===== src/rtl/axi_dac_jesd204_datapath_sync_if.sv =====
// DMA-to-framer sample bus for the JESD204 DAC transmit datapath.
// The datapath uses the slave modport. The DMA/framer side uses the master modport.
interface axi_dac_jesd204_datapath_sync_if #(
    parameter int NUM_CHANNELS    = 2,
    parameter int DATA_PATH_WIDTH = 4,
    parameter int SAMPLE_WIDTH    = 16
);
    localparam int WORD_WIDTH = NUM_CHANNELS * DATA_PATH_WIDTH * SAMPLE_WIDTH;

    logic [WORD_WIDTH-1:0] dma_data;
    logic                  dma_valid;
    logic                  dma_ready;
    logic [WORD_WIDTH-1:0] dac_data;
    logic                  dac_valid;

    modport master (
        output dma_data, dma_valid,
        input  dma_ready, dac_data, dac_valid
    );

    modport slave (
        input  dma_data, dma_valid,
        output dma_ready, dac_data, dac_valid
    );
endinterface


===== src/rtl/axi_dac_jesd204_datapath_sync.sv =====
// Transmit datapath for the JESD204 DAC, running in the dac_clk domain.
// Each channel selects its source per lane. Start is armed/run. Underflows are counted.
module axi_dac_jesd204_datapath_sync #(
    parameter int NUM_CHANNELS    = 2,
    parameter int DATA_PATH_WIDTH = 4,
    parameter int SAMPLE_WIDTH    = 16,
    parameter int UNDERFLOW_HOLD  = 0
) (
    input  logic                                dac_clk,
    input  logic                                dac_rst,
    input  logic                                dac_sync,
    input  logic                                dac_stop,
    input  logic                                dac_ext_sync_en,
    input  logic                                dac_ext_sync,
    input  logic [NUM_CHANNELS-1:0]             dac_enable,
    input  logic [2*NUM_CHANNELS-1:0]           dac_data_sel,
    input  logic [NUM_CHANNELS*SAMPLE_WIDTH-1:0] dac_pat_data,
    input  logic                                dac_dds_format,
    axi_dac_jesd204_datapath_sync_if.slave      bus,
    output logic                                dac_dunf,
    input  logic                                dac_unf_clr,
    output logic [15:0]                         dac_unf_count,
    output logic [1:0]                          dac_state
);
    localparam int WORD_WIDTH = NUM_CHANNELS * DATA_PATH_WIDTH * SAMPLE_WIDTH;

    typedef enum logic [1:0] {
        ST_IDLE  = 2'd0,
        ST_ARMED = 2'd1,
        ST_RUN   = 2'd2
    } state_t;

    state_t                  state, state_next;
    logic [SAMPLE_WIDTH-1:0] ramp;
    logic [WORD_WIDTH-1:0]   hold_word;
    logic [WORD_WIDTH-1:0]   dma_word;
    logic [WORD_WIDTH-1:0]   data_next;
    logic [SAMPLE_WIDTH-1:0] smp;
    logic                    any_dma;
    logic                    underflow;
    logic                    accept;

    // NOTE: every signal written in always_comb gets a default first, so no latch is inferred.
    always_comb begin
        state_next = state;
        case (state)
            ST_IDLE:  if (dac_sync) state_next = dac_ext_sync_en ? ST_ARMED : ST_RUN;
            ST_ARMED: if (dac_ext_sync) state_next = ST_RUN;
            default:  state_next = state;
        endcase
        if (dac_stop) state_next = ST_IDLE;
    end

    always_comb begin
        any_dma = 1'b0;
        for (int i = 0; i < NUM_CHANNELS; i++)
            if (dac_enable[i] && dac_data_sel[2*i +: 2] == 2'd0) any_dma = 1'b1;
    end

    // The reset term keeps a word from being accepted while the block is held in reset.
    assign bus.dma_ready = (state == ST_RUN) && any_dma && !dac_rst;
    assign accept        = bus.dma_ready && bus.dma_valid;
    assign underflow     = bus.dma_ready && !bus.dma_valid;
    assign dma_word      = bus.dma_valid ? bus.dma_data
                         : ((UNDERFLOW_HOLD != 0) ? hold_word : '0);
    assign dac_state     = state;

    always_comb begin
        data_next = '0;
        smp       = '0;
        for (int i = 0; i < NUM_CHANNELS; i++) begin
            for (int k = 0; k < DATA_PATH_WIDTH; k++) begin
                smp = '0;
                if (dac_enable[i]) begin
                    case (dac_data_sel[2*i +: 2])
                        2'd0:    smp = dma_word[(i*DATA_PATH_WIDTH+k)*SAMPLE_WIDTH +: SAMPLE_WIDTH];
                        2'd2:    smp = ramp + SAMPLE_WIDTH'(k);
                        2'd3:    smp = dac_pat_data[i*SAMPLE_WIDTH +: SAMPLE_WIDTH];
                        default: smp = '0;
                    endcase
                end
                // Offset-binary conversion is last, so disabled and zero lanes are converted too.
                if (dac_dds_format) smp[SAMPLE_WIDTH-1] = ~smp[SAMPLE_WIDTH-1];
                data_next[(i*DATA_PATH_WIDTH+k)*SAMPLE_WIDTH +: SAMPLE_WIDTH] = smp;
            end
        end
    end

    // NOTE: sequential state uses non-blocking assignments, so all registers update together at the edge.
    always_ff @(posedge dac_clk) begin
        if (dac_rst) begin
            state         <= ST_IDLE;
            ramp          <= '0;
            hold_word     <= '0;
            bus.dac_data  <= '0;
            bus.dac_valid <= 1'b0;
            dac_dunf      <= 1'b0;
            dac_unf_count <= '0;
        end else begin
            state <= state_next;

            if (state_next == ST_RUN && state != ST_RUN)
                ramp <= '0;
            else if (state == ST_RUN)
                ramp <= ramp + SAMPLE_WIDTH'(DATA_PATH_WIDTH);

            if (accept) hold_word <= bus.dma_data;

            bus.dac_valid <= (state == ST_RUN);
            bus.dac_data  <= (state == ST_RUN) ? data_next : '0;

            dac_dunf <= underflow;
            if (dac_unf_clr)
                dac_unf_count <= '0;
            else if (underflow && dac_unf_count != 16'hFFFF)
                dac_unf_count <= dac_unf_count + 16'd1;
        end
    end
endmodule


===== src/flat_wrapper.sv =====
// flat-port wrapper written by rule: the top's interface ports become plain ports
module axi_dac_jesd204_datapath_sync_flat 
#(
    parameter int NUM_CHANNELS    = 2,
    parameter int DATA_PATH_WIDTH = 4,
    parameter int SAMPLE_WIDTH    = 16,
    parameter int UNDERFLOW_HOLD  = 0
)
  (dac_clk, dac_rst, dac_sync, dac_stop, dac_ext_sync_en, dac_ext_sync, dac_enable, dac_data_sel, dac_pat_data, dac_dds_format, dac_dunf, dac_unf_clr, dac_unf_count, dac_state, bus_dma_data, bus_dma_valid, bus_dma_ready, bus_dac_data, bus_dac_valid);
  axi_dac_jesd204_datapath_sync_if #(.NUM_CHANNELS(NUM_CHANNELS), .DATA_PATH_WIDTH(DATA_PATH_WIDTH), .SAMPLE_WIDTH(SAMPLE_WIDTH)) bus_i ();
  input  logic dac_clk;
  input  logic dac_rst;
  input  logic dac_sync;
  input  logic dac_stop;
  input  logic dac_ext_sync_en;
  input  logic dac_ext_sync;
  input  logic [NUM_CHANNELS-1:0] dac_enable;
  input  logic [2*NUM_CHANNELS-1:0] dac_data_sel;
  input  logic [NUM_CHANNELS*SAMPLE_WIDTH-1:0] dac_pat_data;
  input  logic dac_dds_format;
  output logic dac_dunf;
  input  logic dac_unf_clr;
  output logic [15:0] dac_unf_count;
  output logic [1:0] dac_state;
  input wire logic [$bits(bus_i.dma_data)-1:0] bus_dma_data;
  input wire logic [$bits(bus_i.dma_valid)-1:0] bus_dma_valid;
  output wire logic [$bits(bus_i.dma_ready)-1:0] bus_dma_ready;
  output wire logic [$bits(bus_i.dac_data)-1:0] bus_dac_data;
  output wire logic [$bits(bus_i.dac_valid)-1:0] bus_dac_valid;
  assign bus_i.dma_data = bus_dma_data;
  assign bus_i.dma_valid = bus_dma_valid;
  assign bus_dma_ready = bus_i.dma_ready;
  assign bus_dac_data = bus_i.dac_data;
  assign bus_dac_valid = bus_i.dac_valid;
  axi_dac_jesd204_datapath_sync #(.NUM_CHANNELS(NUM_CHANNELS), .DATA_PATH_WIDTH(DATA_PATH_WIDTH), .SAMPLE_WIDTH(SAMPLE_WIDTH), .UNDERFLOW_HOLD(UNDERFLOW_HOLD)) u_core (.dac_clk(dac_clk), .dac_rst(dac_rst), .dac_sync(dac_sync), .dac_stop(dac_stop), .dac_ext_sync_en(dac_ext_sync_en), .dac_ext_sync(dac_ext_sync), .dac_enable(dac_enable), .dac_data_sel(dac_data_sel), .dac_pat_data(dac_pat_data), .dac_dds_format(dac_dds_format), .bus(bus_i), .dac_dunf(dac_dunf), .dac_unf_clr(dac_unf_clr), .dac_unf_count(dac_unf_count), .dac_state(dac_state));
endmodule

===== config.mk =====
export PLATFORM = sky130hd
export DESIGN_NAME = axi_dac_jesd204_datapath_sync_flat
export DESIGN_NICKNAME = d
export VERILOG_FILES = /design/src/rtl/axi_dac_jesd204_datapath_sync_if.sv /design/src/rtl/axi_dac_jesd204_datapath_sync.sv /design/src/flat_wrapper.sv
export SDC_FILE = /design/constraint.sdc
export NUM_CORES = 1
export LEC_CHECK = 0
export BUFFER_PORTS_ARGS = -buffer_cell sky130_fd_sc_hd__buf_2
export CAP_MARGIN = 0
export CORE_AREA = 2 2 126 128
export CTS_CLUSTER_SIZE = 24
export DETAILED_ROUTE_END_ITERATION = 16
export DIE_AREA = 0 0 128 130
export GPL_TIMING_DRIVEN = 0
export PLACE_DENSITY = 0.83
export SKIP_LAST_GASP = 1
export SYNTH_ARGS = -nofsm -noshare
export SYNTH_HDL_FRONTEND = slang
export SYNTH_SLANG_ARGS = --single-unit

===== constraint.sdc =====
create_clock -name dac_clk -period 5.2 [get_ports dac_clk]
set_clock_uncertainty 0.1 [all_clocks]
set_input_delay 1.04 -clock dac_clk [delete_from_list [all_inputs] [get_ports dac_clk]]
set_output_delay 1.04 -clock dac_clk [all_outputs]
set_load 0.01 [all_outputs]

* Yosys cells after proc, flatten, opt, wreduce, memory -nomap -nowiden *
Index checks and enable logic that the tools add are counted.

word-level totals
  output and inout port bits = 149
  input port bits = 175
  flip-flop bits (word level) = 164

operators by class
  add/sub/neg operators = 5
  mux-type cells = 32
  bitwise operators = 11
  equal/unequal tests = 9
  reduce and logical (&&, ||, !) cells = 17

operators with widths
  operator                                       count
  case mux 16 bit (3 select lines)               8
  2-to-1 mux 128 bit                             1
  2-to-1 mux 16 bit                              8
  adder 16 x 1 -> 16 bit, second input constant  2
  adder 16 x 2 -> 16 bit, second input constant  2
  adder 16 x 3 -> 16 bit, second input constant  1
  inequality test 16 bit, second input constant  1
  == test 2 bit, second input constant           6
  NOT 1 bit                                      11
  2-to-1 mux 1 bit                               10
  2-to-1 mux 2 bit                               4
  logical AND 1 bit                              7
  zero test 2 bit                                3
  OR reduction 2 bit                             3
  OR reduction 3 bit                             2
  case mux 2 bit (2 select lines)                1
  == test 2 x 1 -> 1 bit, second input constant  1
  zero test 1 bit                                2
  inequality test 2 bit, second input constant   1

* Logic depth before layout (Yosys ltp) *
Gate-level depths: netlist of the first run.

  word-level depth = 8
  gate-level depth with buffers = 7

* Worst setup path before layout of the first run *
No wires, ideal clock.

  path kind = input to output
  start point = input dac_data_sel[3]
  end point = output bus_dma_ready
  slack = 2.336 ns
  cell stages on the path = 4
  arrival = 1.724 ns
  required time = 4.060 ns
  cells stage by stage = clkbuf_1 -> nor3b_2 -> o21ai_1 -> inv_1

between the ends
  cells in the longest elaborated chain, start to end = 5

ends and longest elaborated chain
  item                            RTL line                             RTL
  from (decl)                     flat_wrapper.sv:18                   input logic [2*NUM_CHANNELS-1:0] dac_data_sel;
  zero test 2 bit                 axi_dac_jesd204_datapath_sync.sv:57  if (dac_enable[i] && dac_data_sel[2*i +: 2] == 2'd0) any_dma = 1'b1;
  logical AND 1 bit               axi_dac_jesd204_datapath_sync.sv:57
  2-to-1 mux 1 bit                axi_dac_jesd204_datapath_sync.sv:57
  logical AND 1 bit (2 in a row)  axi_dac_jesd204_datapath_sync.sv:61  assign bus.dma_ready = (state == ST_RUN) && any_dma && !dac_rst;
  to (decl)                       flat_wrapper.sv:27                   output wire logic [$bits(bus_i.dma_ready)-1:0] bus_dma_ready;

Every way passes these cells.

* Final worst setup path of the first run *
  start point = input dac_data_sel[1]
  end point = output bus_dma_ready

between the ends
  cells in the longest elaborated chain, start to end = 6

ends and longest elaborated chain
  item                            RTL line
  zero test 2 bit                 axi_dac_jesd204_datapath_sync.sv:57
  logical AND 1 bit               axi_dac_jesd204_datapath_sync.sv:57
  2-to-1 mux 1 bit (2 in a row)   axi_dac_jesd204_datapath_sync.sv:57
  logical AND 1 bit (2 in a row)  axi_dac_jesd204_datapath_sync.sv:61

Every way passes these cells.

==> key figures, run 1 <==
Power
  – Max IR drop VDD: 0.197 mV
  – PwrDens: 311 nW/um^2
  – Leakage: 3.82 nW
  – Total power draw: 2.68 mW

Global routing
  – Vias in the first global route: 6182
  – Largest net degree at the start of global routing: 19
  – First-pass GRT wire length: 32200 um
  – Initial antenna violation count: 1
  – Total track usage: 25.2%
  – Grt total ovfl: 0

STA
  – Final hold vios: 0
  – Max Slew Vio Count: 0
  – Crit share post-route: 64.2%
  – Slew @ Worst Pin: 0.666 ns
  – Hold WS: 0.433 ns
  – Post-Route Setup TNS: 0 ns
  – Final setup viols: 0
  – Tmin final: 3.34 ns
  – RSZ-0062 raised after global routing: false
  – Fmax: 300 MHz
  – Slew margin rel.: 55.2%

Synthesis
  – Synth Instances: 705
  – Distinct cell type count after synthesis: 43
  – Asr flop ratio synth: 0%
  – Register area share after synthesis: 52.4%
  – Syn nets: 882
  – Yosys warns: 0
  – Synthesized cell area: 6180 um^2
  – #FFs+latches synth: 162
  – Avg Cell Area, Syn: 8.77 um^2
  – Main synth FF type: dfxtp_1
  – Number of flops mapped to enable cells by yosys: 0

Clock network
  – # clock sinks: 162
  – Clock transition at path regs: 0.07 ns
  – CTS Hold Buffers Added: 0
  – Number of CTS-inserted buffers: 17
  – TritonCTS clock tree: done
  – H-tree Lvls: 4
  – Clock Path Buffers: 2
  – Clk_lat worst skew: 0.42 ns
  – Post_cts resized: 0
  – Setup Fix Bufs, Post-CTS: 0
  – CTS root buf: clkbuf_16

Drt
  – Final WL: 22300 um
  – Via Count: 6584
  – Antenna Nets Post-Route: 0
  – WL/cell: 17.8 um
  – Vias per cell: 5.27
  – 1st-pass router iterations: 5
  – Iter 0 DRT Violations: 348
  – Post-route DRC: 0

Die
  – Core ar.: 15400 um^2
  – Die width: 128 um
  – Die Area: 16600 um^2
  – Die height: 130 um
  – Initial Util: 40.1%
  – Ports: 324
  – Rows: 46

Hold path
  – Hold crit path type: reg2reg
  – Hold Startpoint: u_core.dac_unf_count[14]$_SDFFE_PP0P_

Critical path
  – Cell family with most CP delay: buffers and inverters
  – CP peak stage delay: 0.48 ns
  – Crit-path slowest cell: o21ai_1
  – Sum of buffers and inverters on the critical path: 3
  – Setup CP Type: in2out
  – Critical path cell sequence: clkbuf_1 -> nor3b_2 -> o21ai_1 -> inv_1 -> buf_2
  – Worst-path fanout max: 6
  – Worst R2R Start: u_core.dac_unf_count[0]$_SDFFE_PP0P_
  – Crit. Startpoint: dac_data_sel[1]
  – Startpoint Class: primary input
  – Req. time, crit path: 4.06 ns
  – Crit end category: output pin
  – CP arrival: 2.20 ns

Placed design
  – IO buf count: 320
  – Detail Placement HPWL: 17200 um
  – Post-Place Cells: 1217
  – GP Congestion: 0.912

Cells and area
  – Area Overhead vs Synth: 39.4%
  – Final #Nets: 1221
  – Share of layout cells above drive strength 1: 38.1%
  – Most common cell after layout, fill and taps aside: buf_2
  – Commonest non-fill, non-tap cells in the layout: 332 x buf_2, 163 x nand2_1, 162 x dfxtp_1, 132 x a21oi_1, 29 x clkbuf_1
  – Final Non-Filler Cells: 1250
  – Final Util: 55.9%

Flow run
  – Number of max-cap violations: 0

Run status
  – Status: completed
## metrics by stage
stage,worst slack [ns],cell area [um^2]
after floorplan,2.34,6180
after CTS,1.88,8620
after global routing,1.83,8620
after global placement,1.93,8030
after detailed placement,1.89,8030
final,1.86,8620
## flip-flops by register name, summed over array words and instances (netlist names)
register / flops
u_core.ramp: 14
u_core.bus.dac_valid: 1
u_core.dac_state: 2
u_core.dac_dunf: 1
u_core.dac_unf_count: 16
u_core.bus.dac_data: 128
## synth_stat cells, types with 5 or more instances
cell | n | area [um^2]
inv_1 | 8 | 30.0
nor2_1 | 20 | 75.1
nand2_1 | 163 | 612
dfxtp_1 | 162 | 3240
mux2_2 | 26 | 293
o31ai_1 | 10 | 75.1
xnor2_1 | 10 | 87.6
o21a_1 | 16 | 120
a22oi_1 | 9 | 67.6
nand3_1 | 12 | 60.1
nor4_1 | 6 | 37.5
clkbuf_1 | 29 | 109
or4_1 | 10 | 75.1
a21oi_1 | 132 | 661
buf_2 | 12 | 60.1
o21ai_0 | 9 | 45.0
buf_1 | 5 | 18.8
nor3_1 | 12 | 60.1
nand4_1 | 9 | 56.3
or3_1 | 5 | 31.3
## kinds of logic after synthesis
logic type,Yosys count,synth area share (%)
buf+inv,55,3.70
compound gates,189,17.4
fa+ha+maj,2,0.405
xor+xnor,13,1.84
mux,29,5.22
simple gates,255,19.0
flops,162,52.4
## worst min-delay path: stages (launching register included)
cell and delay, ns:
dfxtp_1 0.35, o31ai_1 0.08, a21oi_1 0.06
## metal layers
metal / vias up / GRT usage [%] / routed length (um)
li1: 3137 / - / -
met4: 0 / 10.4 / 651
met3: 50 / 5.00 / 1660
met1: 3038 / 29.2 / 8720
met5: - / 0 / 0
met2: 359 / 45.9 / 11300
## worst paths after layout
| kind | end | slack, ns | cells after the start |
|---|---|---|---|
| worst min register to register | u_core.dac_unf_count[14]$_SDFFE_PP0P_ | 0.43 | 2 |
| worst max-delay path | bus_dma_ready | 1.86 | 5 |
| worst min-delay path | u_core.dac_unf_count[14]$_SDFFE_PP0P_ | 0.43 | 2 |
| worst max register to register | u_core.dac_unf_count[5]$_SDFFE_PP0P_ | 3.05 | 6 |
## report_power, final
| group | leakage, nW | internal [mW] | switching, mW |
|---|---|---|---|
| clock network | 0.287 | 0.645 | 0.595 |
| logic | 2.23 | 0.0844 | 0.105 |
| registers | 1.31 | 1.24 | 0.00315 |
| total | 3.82 | 1.97 | 0.703 |
## layout make-up
class | instances | area [um^2]
timing repair buffer | 320 | 1600
tap | 192 | 240
antenna | 1 | 2.50
multi-input combinational | 488 | 2710
sequential | 162 | 3240
clock inverter | 15 | 166
inverter | 8 | 30.0
clock buffer | 17 | 425
buffer | 47 | 199
fill | 1418 | 6810
Note: power is estimated with default switching activity, not from simulation.
==> run 2: changes to the inputs <==
- ABC_AREA: default -> 1
- PLACE_DENSITY: 0.83 -> 0.86
- clock period: 5.2 -> 2.83 ns (I/O delays scaled with it)
==> run 2 against run 1 <==
Compared with the run above: count of clock-buffer cells in the layout increased by 1; sequential power increased by 83%; largest power group unchanged; via count increased by 1.5%; critical path type is now reg2out; largest cell class unchanged; combinational power increased by 95%; highest routed layer is now met5; register-to-register slack got worse by 2.1 ns; sequential cell count unchanged.
==> key figures, run 2 <==
Run status
  – Status: completed

Synthesis
  – Top cell type's share of synthesized area: 52.8% (+0.34 points)
  – Synthesized cell area: 6140 um^2 (-0.65%)
  – Yosys warns: 0 (unchanged)
  – Adder-Cell Fraction of Synth Area: 0.407% (+0.0026 points)
  – Post-synthesis simple-gate area fraction: 25.7% (+6.7 points)
  – Syn nets: 985 (+12%)
  – Number of flops mapped to enable cells by yosys: 0 (unchanged)
  – Main synth FF type: dfxtp_1
  – Top post-synthesis cells by area: dfxtp_1 53%, a21oi_1 11%, nor2_1 10%
  – Avg Cell Area, Syn: 7.60 um^2 (-13%)
  – Asr flop ratio synth: 0% (unchanged)
  – Main combinational cell family by area after synthesis: simple AND/OR/NAND/NOR gates
  – Post-synthesis mux area share: 0.183% (-5.0 points)
  – Register area share after synthesis: 52.8% (+0.34 points)
  – Most numerous cell in the Yosys netlist: nor2_1
  – Synth Area in Compound Gates: 13.7% (-3.7 points)
  – Distinct cell type count after synthesis: 25 (-42%)
  – #FFs+latches synth: 162 (unchanged)
  – Cell taking the most area after synthesis: dfxtp_1
  – Synth Instances: 808 (+15%)
  – Most frequent cells after synthesis: 171 x nor2_1, 162 x dfxtp_1, 153 x nand2_1
  – Post-Synth XOR/XNOR Area: 1.28% (-0.56 points)

Critical path
  – CP peak stage delay: 0.49 ns (about the same)
  – Crit end category: output pin
  – Cell family with most CP delay: flip-flops
  – Crit-path slowest cell: dfxtp_1
  – Setup CP Type: reg2out
  – Critical path cell sequence: nand2_4 -> nor2_8 -> nand2_1 -> inv_1 -> buf_2
  – WP depth: 5 (unchanged)
  – Sum of buffers and inverters on the critical path: 2 (-1)
  – Worst-case reg-to-reg path depth: 9 (+3)
  – Startpoint Class: register
  – Req. time, crit path: 2.16 ns (-1.90 ns)
  – CP arrival: 1.49 ns (-0.71 ns)
  – Worst-path fanout max: 7 (+1)

Drt
  – Via Count: 6684 (+1.5%)
  – Vias per cell: 4.93 (-6.3%)
  – Antenna Nets Post-Route: 0 (unchanged)
  – Post-route DRC: 0 (unchanged)
  – Iter 0 DRT Violations: 548 (+57%)
  – WL/cell: 16.3 um (-8.5%)
  – Final WL: 22100 um (-0.86%)
  – 1st-pass router iterations: 5 (unchanged)

Global routing
  – Grt total ovfl: 0 (unchanged)
  – Vias in the first global route: 6028 (-2.5%)
  – Initial antenna violation count: 4 (+3)
  – Total track usage: 25.4% (+0.12 points)
  – Largest net degree at the start of global routing: 18 (-1)
  – First-pass GRT wire length: 32200 um (about the same)

Clock network
  – CTS root buf: clkbuf_16
  – Clock Path Buffers: 2 (unchanged)
  – TritonCTS clock tree: done
  – Number of CTS-inserted buffers: 17 (unchanged)
  – Clk_lat worst skew: 0.42 ns (about the same)
  – Post_cts resized: 0 (unchanged)
  – CTS Hold Buffers Added: 0 (unchanged)
  – Setup Fix Bufs, Post-CTS: 0 (unchanged)
  – # clock sinks: 162 (unchanged)
  – H-tree Lvls: 4 (unchanged)
  – Clock transition at path regs: 0.07 ns (about the same)

STA
  – RSZ-0062 raised after global routing: false
  – Slew @ Worst Pin: 0.989 ns (+0.324 ns)
  – Tmin final: 2.15 ns
  – Slew margin rel.: 33.4% (-22 points)
  – Hold WS: 0.270 ns (-0.163 ns)
  – Fmax: 465 MHz
  – Final hold vios: 0 (unchanged)
  – Max Slew Vio Count: 0 (unchanged)
  – Crit share post-route: 76.1%
  – Post-Route Setup TNS: 0 ns (unchanged)
  – Final setup viols: 0 (unchanged)

Power
  – Leakage: 4.15 nW (+8.5%)
  – NetSw: 1.28 mW (+82%)
  – Sequential share of power: 46.7% (about the same)
  – Logic pwr share: 7.5% (+0.4 points)
  – Max IR drop VDD: 0.347 mV (+76%)
  – Pint: 3.64 mW (+84%)
  – PwrDens: 574 nW/um^2 (+85%)
  – Clock power frac: 45.8% (-0.5 points)
  – Switching share of power: 26.0% (-0.27 points)

Die
  – Die Area: 16600 um^2 (unchanged)
  – Die width: 128 um (unchanged)
  – Initial Util: 39.8% (-0.26 points)
  – Ports: 324 (unchanged)
  – Rows: 46 (unchanged)
  – Core ar.: 15400 um^2 (unchanged)
  – Die height: 130 um (unchanged)

Hold path
  – Hold crit path type: in2reg
  – Min-Delay Path Depth: 3 (+1)

Cells and area
  – Finished Cell Area: 8570 um^2 (-0.60%)
  – Most common cell after layout, fill and taps aside: buf_2
  – Final #Nets: 1324 (+8.4%)
  – Max reg flops: 128 (unchanged)
  – Final Util: 55.5% (-0.33 points)
  – Top reg by flops: u_core.bus.dac_data
  – Area Overhead vs Synth: 39.5% (about the same)
  – Commonest non-fill, non-tap cells in the layout: 334 x buf_2, 171 x nor2_1, 162 x dfxtp_1, 153 x nand2_1, 136 x a21oi_1
  – Largest registers: u_core.bus.dac_data: 128 flops, u_core.dac_unf_count: 16 flops, u_core.ramp: 14 flops
  – Share of layout cells above drive strength 1: 32.8% (-5.3 points)

Placed design
  – Detail Placement HPWL: 17500 um (+1.5%)
  – IO buf count: 320 (unchanged)
  – GP Congestion: 0.935 (+2.5%)
  – Dpl cell area: 7990 um^2 (-0.50%)

Flow run
  – Number of max-cap violations: 0 (unchanged)
## run 2: cell count changes after synthesis, sizes merged, moves of 8 or more
cell,change
nand2,-9
nand3,+29
o21a,-16
a22oi,-9
mux2,-25
o31ai,-10
nand4,-8
inv,+43
nor2,+155
or4,-10
o21ai,+18
clkbuf,-12
xnor2,-10
## run 2: tightest hold or removal path: stages
cell     delay, ns
buf_2         0.08
a21oi_1       0.05
nor2_1        0.07
## run 2: layout make-up
class | count | area (um^2)
fill | 1444 | 6860
sequential | 162 | 3240
timing repair buffer | 320 | 1600
inverter | 51 | 191
clock inverter | 14 | 136
clock buffer | 18 | 439
antenna | 3 | 7.51
tap | 192 | 240
multi-input combinational | 560 | 2540
buffer | 35 | 171
## run 2: kinds of logic (layout without fill, tap and decap cells)
logic type               count (synthesis)  after routing
multiplexers                             1              1
other                                    0              3
AND/OR/NAND/NOR                        380            380
adder cells (fa/ha/maj)                  2              2
AO/OA/AOI/OAI                          168            168
buffers and inverters                   86            438
XOR/XNOR                                 9              9
flip-flops                             162            162
## run 2: power groups by stage
stage | Combinational, mW | Sequential (mW) | Clock [mW]
finish | 0.371 | 2.29 | 2.25
global route | 0.409 | 2.29 | 2.37
CTS | 0.367 | 2.29 | 2.27
detailed placement | 0.364 | 2.35 | 0
global placement | 0.359 | 2.35 | 0
floorplan | 0.167 | 2.35 | 0
## run 2: through the flow
step | setup slack, ns | cells | power [mW]
floorplan | 1.13 | 808 | 2.52
CTS | 0.657 | 1352 | 4.93
detailed placement | 0.557 | 1320 | 2.71
global route | 0.568 | 1355 | 5.07
finish | 0.678 | 1355 | 4.92
global placement | 0.586 | 1320 | 2.70
## run 2: metal layers
metal / wire (um) / GRT usage [%] / part of all wire, % / vias up
met2: 11400 / 45.3 / 51 / 295
li1: - / - / - / 3274
met4: 405 / 9.95 / 1.8 / 2
met1: 8710 / 29.2 / 39 / 3079
met5: 11 / 0 / 0.050 / -
met3: 1600 / 6.48 / 7.2 / 34
## run 2: worst paths after layout
path | start | to | slack [ns]
max | u_core.dac_state[1]$_SDFF_PP0_ | bus_dma_ready | 0.68
min | bus_dma_data[57] | u_core.bus.dac_data[57]$_SDFF_PP0_ | 0.27
max reg2reg | u_core.dac_unf_count[0]$_SDFFE_PP0P_ | u_core.dac_unf_count[10]$_SDFFE_PP0P_ | 0.98
min reg2reg | u_core.dac_unf_count[0]$_SDFFE_PP0P_ | u_core.dac_unf_count[0]$_SDFFE_PP0P_ | 0.44
==> run 3: changes to the inputs <==
- CORE_AREA: 2 2 126 128 -> 2 2 127 129
- DIE_AREA: 0 0 128 130 -> 0 0 129 131
- PLACE_DENSITY: 0.86 -> 0.82
- clock period: 2.83 -> 2 ns (I/O delays scaled with it)
==> run 3 against run 2 <==
Compared with the run above: sequential share of layout area shrank 0.27 points; combinational power increased by 42%; highest routed layer is now met4; count of clock-buffer cells in the layout stayed put; critical path type unchanged; clock power rose by 44%.
==> key figures, run 3 (synthesis results as in run 2) <==
Drt
  – Iter 0 DRT Violations: 541 (-1.3%)
  – Vias per cell: 4.89 (-0.81%)
  – Via Count: 6752 (+1.0%)
  – Final WL: 21800 um (-1.2%)
  – Post-route DRC: 0 (unchanged)
  – 1st-pass router iterations: 7 (+2)
  – WL/cell: 15.8 um (-2.9%)
  – Antenna Nets Post-Route: 0 (unchanged)

Power
  – Clock power frac: 46.2% (+0.4 points)
  – Total power draw: 7.02 mW (+43%)
  – Sequential share of power: 46.3% (-0.4 points)
  – Max IR drop VDD: 0.535 mV (+54%)
  – Pint: 5.18 mW (+42%)
  – Leakage: 4.17 nW (+0.58%)
  – NetSw: 1.84 mW (+44%)
  – Logic pwr share: 7.5% (about the same)
  – PwrDens: 813 nW/um^2 (+42%)
  – Switching share of power: 26.2% (+0.21 points)

Critical path
  – Crit. Startpoint: u_core.dac_state[0]$_SDFF_PP0_
  – Crit-path slowest cell: dfxtp_1
  – Req. time, crit path: 1.50 ns (-0.66 ns)
  – Worst-path fanout max: 7 (unchanged)
  – R2R Setup Slk: 0.16 ns (-0.82 ns)
  – Setup CP Type: reg2out
  – Crit end category: output pin
  – Worst R2R Start: u_core.dac_unf_count[0]$_SDFFE_PP0P_
  – Critical path cell sequence: inv_2 -> nand2_4 -> nor2_8 -> nand2_1 -> inv_1 -> buf_2
  – CP peak stage delay: 0.36 ns (-0.13 ns)
  – CP arrival: 1.42 ns (-0.07 ns)
  – Startpoint Class: register

Cells and area
  – Share of layout cells above drive strength 1: 33.1% (+0.29 points)
  – Commonest non-fill, non-tap cells in the layout: 334 x buf_2, 171 x nor2_1, 161 x dfxtp_1, 153 x nand2_1, 136 x a21oi_1
  – Top reg by flops: u_core.bus.dac_data
  – FF+latch area: 3240 um^2 (about the same)
  – Area Overhead vs Synth: 40.5%
  – Max reg flops: 128 (unchanged)
  – Most common cell after layout, fill and taps aside: buf_2
  – Largest registers: u_core.bus.dac_data: 128 flops, u_core.dac_unf_count: 16 flops, u_core.ramp: 14 flops
  – Final #Nets: 1326 (+0.15%)
  – Fillers: 1497 (+3.7%)
  – Multi-input logic area: 2540 um^2 (about the same)
  – Final Non-Filler Cells: 1380 (+1.8%)
  – Finished Cell Area: 8630 um^2 (+0.76%)

STA
  – Fmax: 520 MHz
  – Tmin final: 1.92 ns
  – Final setup viols: 0 (unchanged)
  – Hold WS: 0.0993 ns (-0.171 ns)
  – Max Slew Vio Count: 0 (unchanged)
  – Crit share post-route: 96.1%
  – Slew margin rel.: 35.2% (+1.9 points)
  – Slew @ Worst Pin: 0.961 ns (-0.0281 ns)
  – RSZ-0062 raised after global routing: true
  – Final hold vios: 0 (unchanged)
  – Post-Route Setup TNS: 0 ns (unchanged)

Clock network
  – Number of CTS-inserted buffers: 17 (unchanged)
  – H-tree Lvls: 4 (unchanged)
  – # clock sinks: 162 (unchanged)
  – Clk_lat worst skew: 0.42 ns (about the same)
  – TritonCTS clock tree: done
  – Clock Path Buffers: 2 (unchanged)
  – CTS root buf: clkbuf_16
  – Clock transition at path regs: 0.07 ns (about the same)

Placed design
  – Dpl cell area: 8020 um^2 (+0.38%)
  – Detail Placement HPWL: 17500 um (+0.23%)
  – IO buf count: 320 (unchanged)
  – Post-Place Cells: 1344 (+1.8%)
  – GP Congestion: 0.920 (-1.6%)

Die
  – Ports: 324 (unchanged)
  – Die Area: 16900 um^2 (+1.6%)
  – Die height: 131 um (+0.77%)
  – Core ar.: 15600 um^2 (+1.1%)
  – Die width: 129 um (+0.78%)
  – Rows: 46 (unchanged)
  – Initial Util: 39.4% (-0.44 points)

Global routing
  – Grt total ovfl: 0 (unchanged)
  – Vias in the first global route: 6104 (+1.3%)
  – First-pass GRT wire length: 31700 um (-1.5%)
  – Largest net degree at the start of global routing: 19 (+1)
  – Total track usage: 24.7% (-0.70 points)
  – Initial antenna violation count: 3 (-1)

Run status
  – Status: completed

Hold path
  – Hold Startpoint: bus_dma_data[7]
  – Hold crit path type: in2reg

Flow run
  – Number of max-cap violations: 0 (unchanged)
-- run 3: cell types whose count changed in the layout (fill, tap and decap cells not counted), sizes merged --
cell / delta
inv: +2
buf: +2
diode: -1
clkinv: +1
clkinvlp: -3
-- run 3: critical path, delay by kind of cell (launching register included) --
| family | cells | cell delay, ns |
|---|---|---|
| AND/OR/NAND/NOR | 3 | 0.33 |
| buffers and inverters | 3 | 0.30 |
| flip-flops | 1 | 0.36 |
-- run 3: metrics by stage --
step / util, % / worst slack, ns
6_report: 55.4 / 0.0785
5_1_grt: 55.4 / -0.00568
4_1_cts: 55.2 / 0.0281
3_5_place_dp: 51.4 / -0.120
3_3_place_gp: 51.4 / -0.0501
2_1_floorplan: - / 0.310
-- run 3: path summary, 6_finish.rpt --
check / endpoint / depth (start not counted)
max: bus_dma_ready / 6
min: u_core.bus.dac_data[7]$_SDFF_PP0_ / 3
max reg2reg: u_core.dac_unf_count[9]$_SDFFE_PP0P_ / 9
min reg2reg: u_core.dac_unf_count[0]$_SDFFE_PP0P_ / 2
-- run 3: what timing repair did --
| item | 4_1_cts | 5_1_grt |
|---|---|---|
| hold buffers | 0 | 0 |
| setup buffers | 0 | 2 |
| pin swaps | 0 | 1 |
| setup endpoints to repair | 1 | 10 |
| resized for setup | 1 | 1 |
-- run 3: per-layer routing --
metal,routed length [um],up-vias,GRT usage [%]
met5,0,-,0
met4,561,0,9.53
met3,1620,38,5.01
met2,11200,347,44.3
met1,8510,3078,29.1
li1,-,3289,-
-- run 3: cell type report --
type                    count  share of cell area [%]
flip-flops and latches    162                    37.6
multi-input cells         560                    29.4
repair buffers            322                    18.7
clock buffers              18                    5.09
well taps                 216                    3.13
inverters                  51                    2.22
plain buffers              35                    1.99
clock inverters            14                    1.80
diodes                      2                  0.0580
-- run 3: power by group through the flow --
stage | Combinational, mW | Sequential (mW) | Clock [mW]
2_1_floorplan | 0.236 | 3.33 | 0
4_1_cts | 0.520 | 3.25 | 3.28
5_1_grt | 0.586 | 3.25 | 3.40
3_5_place_dp | 0.518 | 3.32 | 0
6_report | 0.527 | 3.25 | 3.24
3_3_place_gp | 0.508 | 3.32 | 0
